$ cat src/rtl/seq_shift_unit.sv
// Iterative SLL/SRL/SRA unit: shifts an XLEN-bit operand by up to STEP positions per clock,
// with valid/ready handshakes on the request and result sides.
module seq_shift_unit #(
  parameter int XLEN = 32,
  parameter int STEP = 4
) (
  input  logic                    clk,
  input  logic                    rst_n,
  input  logic                    in_valid,
  output logic                    in_ready,
  input  logic [XLEN-1:0]         data_in,
  input  logic [$clog2(XLEN)-1:0] shift_amt,
  input  logic [1:0]              shift_type,
  input  logic                    kill,
  output logic                    out_valid,
  input  logic                    out_ready,
  output logic [XLEN-1:0]         data_out
);

  localparam int AW = $clog2(XLEN);
  localparam logic [AW-1:0] STEP_A = AW'(STEP);

  localparam logic [1:0] IDLE  = 2'd0;
  localparam logic [1:0] SHIFT = 2'd1;
  localparam logic [1:0] DONE  = 2'd2;

  logic [1:0]      state;
  logic [XLEN-1:0] acc;
  logic [AW-1:0]   rem;
  logic [1:0]      typ;
  logic [AW-1:0]   step_d;

  // One partial shift; type 10 and 11 are both arithmetic right.
  function automatic logic [XLEN-1:0] shift_step(input logic [XLEN-1:0] a,
                                                 input logic [1:0]      t,
                                                 input logic [AW-1:0]   d);
    logic signed [XLEN-1:0] a_s;
    logic [XLEN-1:0]        r;
    a_s = a;
    case (t)
      2'b00:   r = a << d;
      2'b01:   r = a >> d;
      default: r = a_s >>> d;
    endcase
    return r;
  endfunction

  always_comb begin
    step_d = (rem < STEP_A) ? rem : STEP_A;
  end

  assign in_ready  = (state == IDLE);
  assign out_valid = (state == DONE);
  assign data_out  = acc;

  // Control and operand registers; reset wins over kill, kill wins over handshakes.
  always_ff @(posedge clk) begin
    if (!rst_n) begin
      state <= IDLE;
      acc   <= '0;
      rem   <= '0;
      typ   <= '0;
    end else if (kill) begin
      state <= IDLE;
    end else begin
      case (state)
        IDLE: begin
          if (in_valid) begin
            acc   <= data_in;
            rem   <= shift_amt;
            typ   <= shift_type;
            state <= (shift_amt == '0) ? DONE : SHIFT;
          end
        end
        SHIFT: begin
          acc <= shift_step(acc, typ, step_d);
          rem <= rem - step_d;
          if (rem == step_d) state <= DONE;
        end
        DONE: begin
          if (out_ready) state <= IDLE;
        end
        default: state <= IDLE;
      endcase
    end
  end

endmodule

$ cat config.mk
export PLATFORM = sky130hd
export DESIGN_NAME = seq_shift_unit
export DESIGN_NICKNAME = d
export VERILOG_FILES = /design/src/rtl/seq_shift_unit.sv
export SDC_FILE = /design/constraint.sdc
export NUM_CORES = 1
export LEC_CHECK = 0
export BUFFER_PORTS_ARGS = -buffer_cell sky130_fd_sc_hd__buf_2
export CORE_MARGIN = 2
export CORE_UTILIZATION = 58
export DETAILED_ROUTE_END_ITERATION = 12
export PLACE_DENSITY = 0.82
export SLEW_MARGIN = 20
export SYNTH_ARGS = -nofsm -noshare
export SYNTH_HDL_FRONTEND = slang
export SYNTH_SLANG_ARGS = --single-unit
$ cat constraint.sdc
create_clock -name clk -period 3.1 [get_ports clk]
set_clock_uncertainty 0.1 [all_clocks]
set_input_delay 0.465 -clock clk [delete_from_list [all_inputs] [get_ports clk]]
set_output_delay 0.465 -clock clk [all_outputs]
set_load 0.02 [all_outputs]
# --- Yosys cells after proc, flatten, opt, wreduce, memory -nomap -nowiden ---
# Index checks and enable logic that the tools add are counted.
word_totals:
  reg_bits: 41
  in_bits: 44
  out_inout_bits: 34
  wordCells: 37
op_classes:
  add_sub_neg: 1
  magnitude_cmp: 1
  eq_ne: 7
  shift: 3
  mux: 11
  n_bitwise: 2
  n_reduce_logical: 8
op_table:
  columns: ["op", "count"]
  rows:
  - ["$pmux W32 S2", 2]
  - ["$mux W32", 1]
  - ["$shl A32 B5 Y32", 1]
  - ["$shr A32 B5 Y32", 1]
  - ["$sshr A32 B5 Y32", 1]
  - ["$mux W5", 2]
  - ["$pmux W5 S2", 1]
  - ["$reduce_and A3 Y1", 3]
  - ["$mux W2", 4]
  - ["$pmux W2 S3", 1]
  - ["$eq A5 B5 Y1", 1]
  - ["$logic_not A5 Y1", 1]
  - ["$lt A5 B3 Y1 const B", 1]
  - ["$sub A5 B5 Y5", 1]
  - ["$eq A2 B1 Y1 const B", 2]
  - ["$logic_not A2 Y1", 2]
  - ["$ne A2 B2 Y1 const B", 2]
  - ["$eq A2 B2 Y1 const B", 1]
  - ["$ne A2 B1 Y1 const B", 1]
  - ["$not A1 Y1", 2]
  - ["$reduce_bool A2 Y1", 1]
  - ["$reduce_or A2 Y1", 1]

# --- Longest topological paths before layout ---
# Gate-level depths: netlist of the first run.
depth:
  ltp_word: 5
  mapped_depth: 12
  mapped_depth_nobuf: 8

# --- Least setup slack after synthesis of the first run ---
# Ideal clock, no wire load.
synth_path:
  kind: "reg-to-reg"
  from: "register rem[4]"
  to: "register rem[2]"
  setup_ns: 0.142
  arrival_ns: 2.436
  t_required_ns: 2.858
  slack_ns: 0.422
  stages_incl_launch_ff: 11
  path_buffers: 4
  synth_period_minus_slack_ns: 2.678
  path_cell_list: "dfxtp_1 > buf_2 > or3_1 > clkbuf_1 > buf_2 > clkbuf_1 > nand2_1 > ha_1 > or4_1 > nand4_1 > a311oi_1"
synth_between:
  elab_chain_cells: 4
synth_lines:
  columns: ["item", "line", "rtl"]
  rows:
  - ["start, declared", "29", "logic [AW-1:0] rem;"]
  - ["start signal, assigned", "70", "rem <= shift_amt;"]
  - ["start signal, assigned", "77", "rem <= rem - step_d;"]
  - ["$lt A5 B3 Y1", "49", "step_d = (rem < STEP_A) ? rem : STEP_A;"]
  - ["$mux W5", "49", null]
  - ["$sub A5 B5 Y5", "77", null]
  - ["$pmux W5 S2", "66", "case (state)"]
# No other way between the ends.
# A chain may end at the register's enable or synchronous reset.

# --- Worst setup path after layout of the first run ---
layout_path:
  from: "register rem[3]"
  to: "register acc[25] (netlist: data_out[25])"
layout_between:
  elab_chain_cells: 5
  elab_cells_between_ends: 7
  cone_classes: "order compare: 1; shift: 3; mux: 3"
layout_lines:
  columns: ["item", "line", "rtl"]
  rows:
  - ["$lt A5 B3 Y1", "49", null]
  - ["$mux W5 (*)", "49", null]
  - ["$sshr A32 B5 Y32, or another cell as far along", "43", "default: r = a_s >>> d;"]
  - ["$pmux W32 S2 (*)", "40", "case (t)"]
  - ["$pmux W32 S2 (*)", "66", null]
  - ["end signal, assigned", "69", "acc <= data_in;"]
  - ["end signal, assigned", "76", "acc <= shift_step(acc, typ, step_d);"]
  - ["end, declared", "28", "logic [XLEN-1:0] acc;"]
# Mark *: on every way between the ends. The rest lies on a longest branch, timed or not.

==> results of run 1 <==
## sequential cells by signal (all words and copies together), names as in the netlist
signal and flops:
data_out 32, typ 2, state 2, rem 5
## layer usage
metal,up-vias,track usage (%),share of wire (%)
met1,2657,52.0,37
met4,0,22.1,5.9
met2,574,61.4,43
met3,117,11.6,15
met5,-,0,0
li1,2526,-,-
## power by group
part           leakage (nW)  switching [mW]  internal [mW]  total (mW)
clock                0.0399           0.213          0.149       0.362
combinational          1.56           0.508          0.291       0.799
sequential            0.336           0.107          0.566       0.673
## area by class of cell
type / count / area [sq um] / area share (%)
tap: 102 / 128 / 2.52
clock inverter: 1 / 5.00 / 0.0987
clock buffer: 5 / 68.8 / 1.36
sequential: 41 / 821 / 16.2
timing repair buffer: 106 / 628 / 12.4
inverter: 8 / 30.0 / 0.592
multi-input combinational: 522 / 3390 / 66.9
## metrics by stage
step / setup slack, ns / total power [mW] / hold slack [ns]
after detailed placement: 0.539 / 1.44 / 0.445
after global placement: 0.626 / 1.42 / 0.434
after global routing: 0.384 / 1.90 / 0.317
after CTS: 0.536 / 1.79 / 0.306
after floorplan: 0.422 / 1.19 / 0.439
final: 0.474 / 1.83 / 0.307
## cell usage after synthesis (6+ instances only)
library cell,n
a221oi_1,14
a211oi_1,15
dfxtp_1,41
a311oi_1,12
nand3_1,28
mux2_2,6
nor2_1,53
buf_6,7
a32oi_1,7
buf_2,11
inv_1,7
nor3_1,13
a21oi_1,61
clkbuf_1,52
o21ai_0,39
buf_1,7
o31ai_1,6
a31oi_1,8
nand2_1,93
o211ai_1,9
mux4_2,7
mux2i_1,36
nor2b_1,6
## worst max path at each step
stage,startpoint,endpoint,cells past startpoint
detailed placement,rem[3],data_out[25],6
global route,rem[3],data_out[25],6
CTS,rem[3],data_out[25],6
global placement,rem[3],data_out[29],5
finish,rem[3],data_out[25],6
floorplan,rem[4],rem[2],10
## worst reg2reg max path, delay by kind of cell, from the launching register on
| family | cells | cell delay, ns |
|---|---|---|
| AOI/OAI and AO/OA | 3 | 0.63 |
| and+or+nand+nor | 2 | 0.98 |
| buffers and inverters | 1 | 0.32 |
| DFF | 1 | 0.48 |
## cells by family after synthesis
kind of cell | count (synthesis) | synth area share (%)
AO/OA/AOI/OAI | 236 | 35.7
adder cells (fa/ha/maj) | 1 | 0.272
buffers and inverters | 87 | 8.71
flip-flops | 41 | 17.8
multiplexers | 50 | 13.0
other | 1 | 0.0815
AND/OR/NAND/NOR | 234 | 24.4
==> out/metrics.csv, run 1 <==
metric;value;unit
slowest CP cell;or4b_1;
DP HPWL;11.8;mm
reg-to-reg slack, setup;0.47;ns
fin cells;785;
P_leak;1.94;nW
Synth async-reset ratio;0;%
Yosys top cell area share;17.8;%
R2R depth;6;
initial core utilization;59.8;%
part of the cycle the worst path needs;84.7;%
hold_buf cts;0;
power density over cell area;362;mW/mm^2
Final TNS setup;0;ns
RSZ-0062 raised after global routing;false;
Final Instance Area;0.00507;sq mm
drt wl/cell;22.5;microns
Slew headroom;54.5;%
Post-synth EDFFs;0;
WP buf/inv;1;
commonest non-fill, non-tap cells in the layout;93 x nand2_1, 77 x buf_2, 61 x a21oi_1, 52 x nor2_1, 41 x dfxtp_1;
worst slew pin tran;0.679;ns
leading area contributor after synthesis;dfxtp_1;
die height;93.1;microns
fin crit period;2.63;ns
Peak VDD IR;0.315;mV
Max Slew Vio Count;0;
register area share after synthesis;17.8;%
vias;5874;
Worst Hold End;typ[0];
critical path class;reg2reg;
WP data required;3.21;ns
gr usage total;40.6;%
Port Buffers;77;
dpl cells;779;
1st-pass router iterations;6;
#FFs+latches synth;41;
CP peak stage delay;0.89;ns
post-cts gate resize count;0;
Final Hold Vio Count;0;
Ys Warns;0;
gr ovfl total;0;
commonest non-fill, non-tap cell in the layout;nand2_1;
Critical Path AT;2.73;ns
Synth Cell Area;0.00460;sq mm
clock transition at the registers of the reported paths;0.09;ns
worst r2r dst;data_out[25];
DR vias/cell;7.48;
CTS root buffer;clkbuf_8;
n_diodes;0;
Die Wd;93.1;microns
ys flop type;dfxtp_1;
number of routed nets with antenna violations;0;
startpoint types;flop;
DRC;0;
FMAX;0.381;GHz
layout cells sized above 1;21.2;%
largest cells by area after synthesis;dfxtp_1 18%, mux2i_1 7.8%, nand2_1 7.6%;
overall routed net length;17.7;mm
synthesized netlist net count;695;
insertion delay to the later sink of the worst-skew pair;0.31;ns
Yosys cell types;75;
max_cap viols;0;
core area;0.00769;sq mm
reg2reg start;rem[3];
syn_area_per_cell;7.08;sq um
CP delay by family, top;simple AND/OR/NAND/NOR gates;
hold depth;3;
Min-Delay Path Class;in2reg;
DRT iter0 DRCs;920;
Worst Path Max Fanout;14;
DP Area;0.00500;sq mm
CTS Buffer Depth;2;
die area;0.00866;sq mm
pin count of the biggest net entering global routing;40;
TritonCTS buffer count;5;
status;finished clean;
cell row count;32;
vias in the first global route;5601;
Hold Path Origin;shift_type[0];
area grow syn2layout;10.2;%
H-tree depth;2;
Setup-failing EPs final;0;
Nets;729;
post-CTS setup buffer count;0;
critical path endpoint category;flop;
fill count;736;
GPL Wtd Cong;0.960;
TritonCTS clock tree;built;
Gate Count Post-Synth;650;
post-route core utilization;66.0;%
crit path cell chain;or4b_1, buf_4, a21oi_1, a32o_1, nand2_1, a41o_1;
initial antenna violation count;0;
first-pass GRT wire length;28.1;mm
clk sink count;41;
I/O Pins;78;
(Power assumes the default switching activity.)
==> run 2, diff against run 1 <==
--- a/config.mk
+++ b/config.mk
@@ -7,9 +7,9 @@
 export LEC_CHECK = 0
 export BUFFER_PORTS_ARGS = -buffer_cell sky130_fd_sc_hd__buf_2
 export CORE_MARGIN = 2
-export CORE_UTILIZATION = 58
+export CORE_UTILIZATION = 52
 export DETAILED_ROUTE_END_ITERATION = 12
-export PLACE_DENSITY = 0.82
+export PLACE_DENSITY = 0.78
 export SLEW_MARGIN = 20
 export SYNTH_ARGS = -nofsm -noshare
 export SYNTH_HDL_FRONTEND = slang
==> constraint.sdc (replaced) <==
create_clock -name clk -period 2.2 [get_ports clk]
set_clock_uncertainty 0.1 [all_clocks]
set_input_delay 0.33 -clock clk [delete_from_list [all_inputs] [get_ports clk]]
set_output_delay 0.33 -clock clk [all_outputs]
set_load 0.02 [all_outputs]
==> run 2 against run 1 <==
Largest power group unchanged. Highest routed layer unchanged. Setup slack got worse by 0.53 ns. Critical path depth increased by 2. Die area increased by 11%. Critical endpoint is now data_out[22]. The flow now finishes with violations (setup timing). First-iteration DRC count increased by 3.0%. Fmax increased by 16%. Largest cell class unchanged.
==> out/metrics.csv, run 2 (synthesis gave the netlist of run 1 again) <==
metric;value;unit;change
status;finished, violations left;;
failing checks;setup timing;;
drt wl/cell;23.1;microns;+2.7%
Critical Path AT;2.38;ns;-0.35 ns
Min Hold Slack;0.173;ns;-0.134 ns
cell row count;34;;+6.3%
reg-to-reg slack, setup;-0.06;ns;-0.53 ns
Final TNS setup;-0.228;ns;-0.228 ns
gr ovfl total;0;;unchanged
first-pass GRT wire length;31.5;mm;+12%
crit path cell chain;buf_4, nor3_4, buf_4, buf_4, o21ai_0, a311oi_1, a311oi_1, a32oi_1;;
R2R depth;8;;+2
DR vias/cell;7.10;;-5.1%
1st-pass router iterations;6;;unchanged
core area;0.00864;sq mm;+12%
CP startpoint;rem[2];;
gr usage total;40.4;%;-0.20 points
DP Area;0.00552;sq mm;+10%
max reg flops;32;;unchanged
layout cells sized above 1;32.1;%;+11 points
CTS root buffer;clkbuf_8;;
worst setup margin;-0.0553;ns;-0.529 ns
Die Wd;98.0;microns;+5.4%
commonest non-fill, non-tap cell in the layout;nand2_1;;
WP data required;2.33;ns;-0.88 ns
vias;6140;;+4.5%
startpoint types;flop;;
power density over cell area;507;mW/mm^2;+40%
slowest CP cell;dfxtp_4;;
hold_buf cts;0;;unchanged
fill count;782;;+6.3%
GPL Wtd Cong;1.01;;+5.1%
n_diodes;0;;unchanged
initial antenna violation count;0;;unchanged
Max Slew Vio Count;0;;unchanged
worst slew pin tran;0.618;ns;-0.0610 ns
number of routed nets with antenna violations;0;;unchanged
area grow syn2layout;26.7;%;
vias in the first global route;5852;;+4.5%
worst r2r dst;data_out[22];;
Peak VDD IR;0.338;mV;+7.3%
FMAX;0.443;GHz;+16%
pin count of the biggest net entering global routing;34;;-15%
max_cap viols;0;;unchanged
clk sink count;41;;unchanged
critical path endpoint category;flop;;
Final Instance Area;0.00583;sq mm;+15%
CP peak stage delay;0.38;ns;-0.51 ns
DP HPWL;13.7;mm;+16%
Final Hold Vio Count;0;;unchanged
DRT iter0 DRCs;948;;+3.0%
overall routed net length;20.0;mm;+13%
initial core utilization;53.3;%;-6.6 points
TritonCTS clock tree;built;;
H-tree depth;2;;unchanged
pre-CTS WS;-0.0416;ns;-0.580 ns
Min-Delay Path Class;in2reg;;
fin crit period;2.26;ns;-0.371 ns
area occupied by multi-input gates;0.00352;sq mm;+3.7%
critical path class;reg2reg;;
Setup-failing EPs final;9;;+9
Slew headroom;58.7;%;+4.2 points
P_leak;2.33;nW;+21%
Port Buffers;77;;unchanged
part of the cycle the worst path needs;103;%;+18 points
Nets;802;;+10%
RSZ-0062 raised after global routing;true;;
register area;830;sq um;+1.1%
die height;98.0;microns;+5.4%
CTS Buffer Depth;2;;unchanged
TritonCTS buffer count;5;;unchanged
most frequent CP cell;buf_4;;
Worst Path Max Fanout;14;;unchanged
reg2reg start;rem[2];;
DRC;0;;unchanged
commonest non-fill, non-tap cells in the layout;93 x nand2_1, 92 x buf_4, 77 x buf_2, 61 x a21oi_1, 51 x nor2_1;;
clock transition at the registers of the reported paths;0.09;ns;about the same
I/O Pins;78;;unchanged
die area;0.00961;sq mm;+11%
insertion delay to the later sink of the worst-skew pair;0.31;ns;about the same
crit path capture;data_out[22];;
[run 2: area by class of cell]
| class | count | area share (%) |
|---|---|---|
| multi-input combinational | 524 | 60.3 |
| timing repair buffer | 177 | 20.8 |
| sequential | 41 | 14.2 |
| tap | 108 | 2.32 |
| clock buffer | 5 | 1.18 |
| clock inverter | 2 | 0.601 |
| inverter | 8 | 0.515 |
[run 2: metrics by stage]
stage,util (%),power (mW),instances
3_3_place_gp,63.9,2.17,849
2_1_floorplan,-,1.69,650
5_1_grt,67.5,3.06,865
3_5_place_dp,63.9,2.19,849
6_report,67.5,2.96,865
4_1_cts,65.6,2.85,858
[run 2: critical path, delay by kind of cell, from the launching register on]
kind                   cells  cell delay, ns
AND/OR/NAND/NOR            1            0.34
flip-flops                 1            0.38
AO/OA/AOI/OAI              4            0.64
buffers and inverters      3            0.72
[run 2: timing repair]
item	CTS	global route
resized for setup	8	27
endpoints found under the setup margin	16	27
pin swaps	4	6
hold endpoints to repair	0	0
buffers inserted	1	5
gates cloned	1	2
[run 2: power by group]
group	leakage, nW	total (mW)	switching [mW]	internal [mW]
clock	0.0540	0.644	0.312	0.331
combinational	1.94	1.39	0.822	0.566
sequential	0.339	0.926	0.127	0.798
total	2.33	2.96	1.26	1.70
[run 2: worst min path at each step]
stage          cells past startpoint     startpoint      endpoint  slack, ns
3_5_place_dp                       2   data_out[17]  data_out[17]       0.44
3_3_place_gp                       2   data_out[17]  data_out[17]       0.43
6_report                           3  shift_type[1]        typ[1]       0.17
4_1_cts                            3  shift_type[1]        typ[1]       0.18
5_1_grt                            3   shift_amt[0]        rem[0]       0.19
2_1_floorplan                      2  shift_type[0]        typ[0]       0.38
[run 2: routing by layer]
metal  wire length [microns]  track usage [%]
met5                       0                0
met3                    2690             8.38
met2                    8650             59.7
met4                    1270             22.8
met1                    7400             54.6
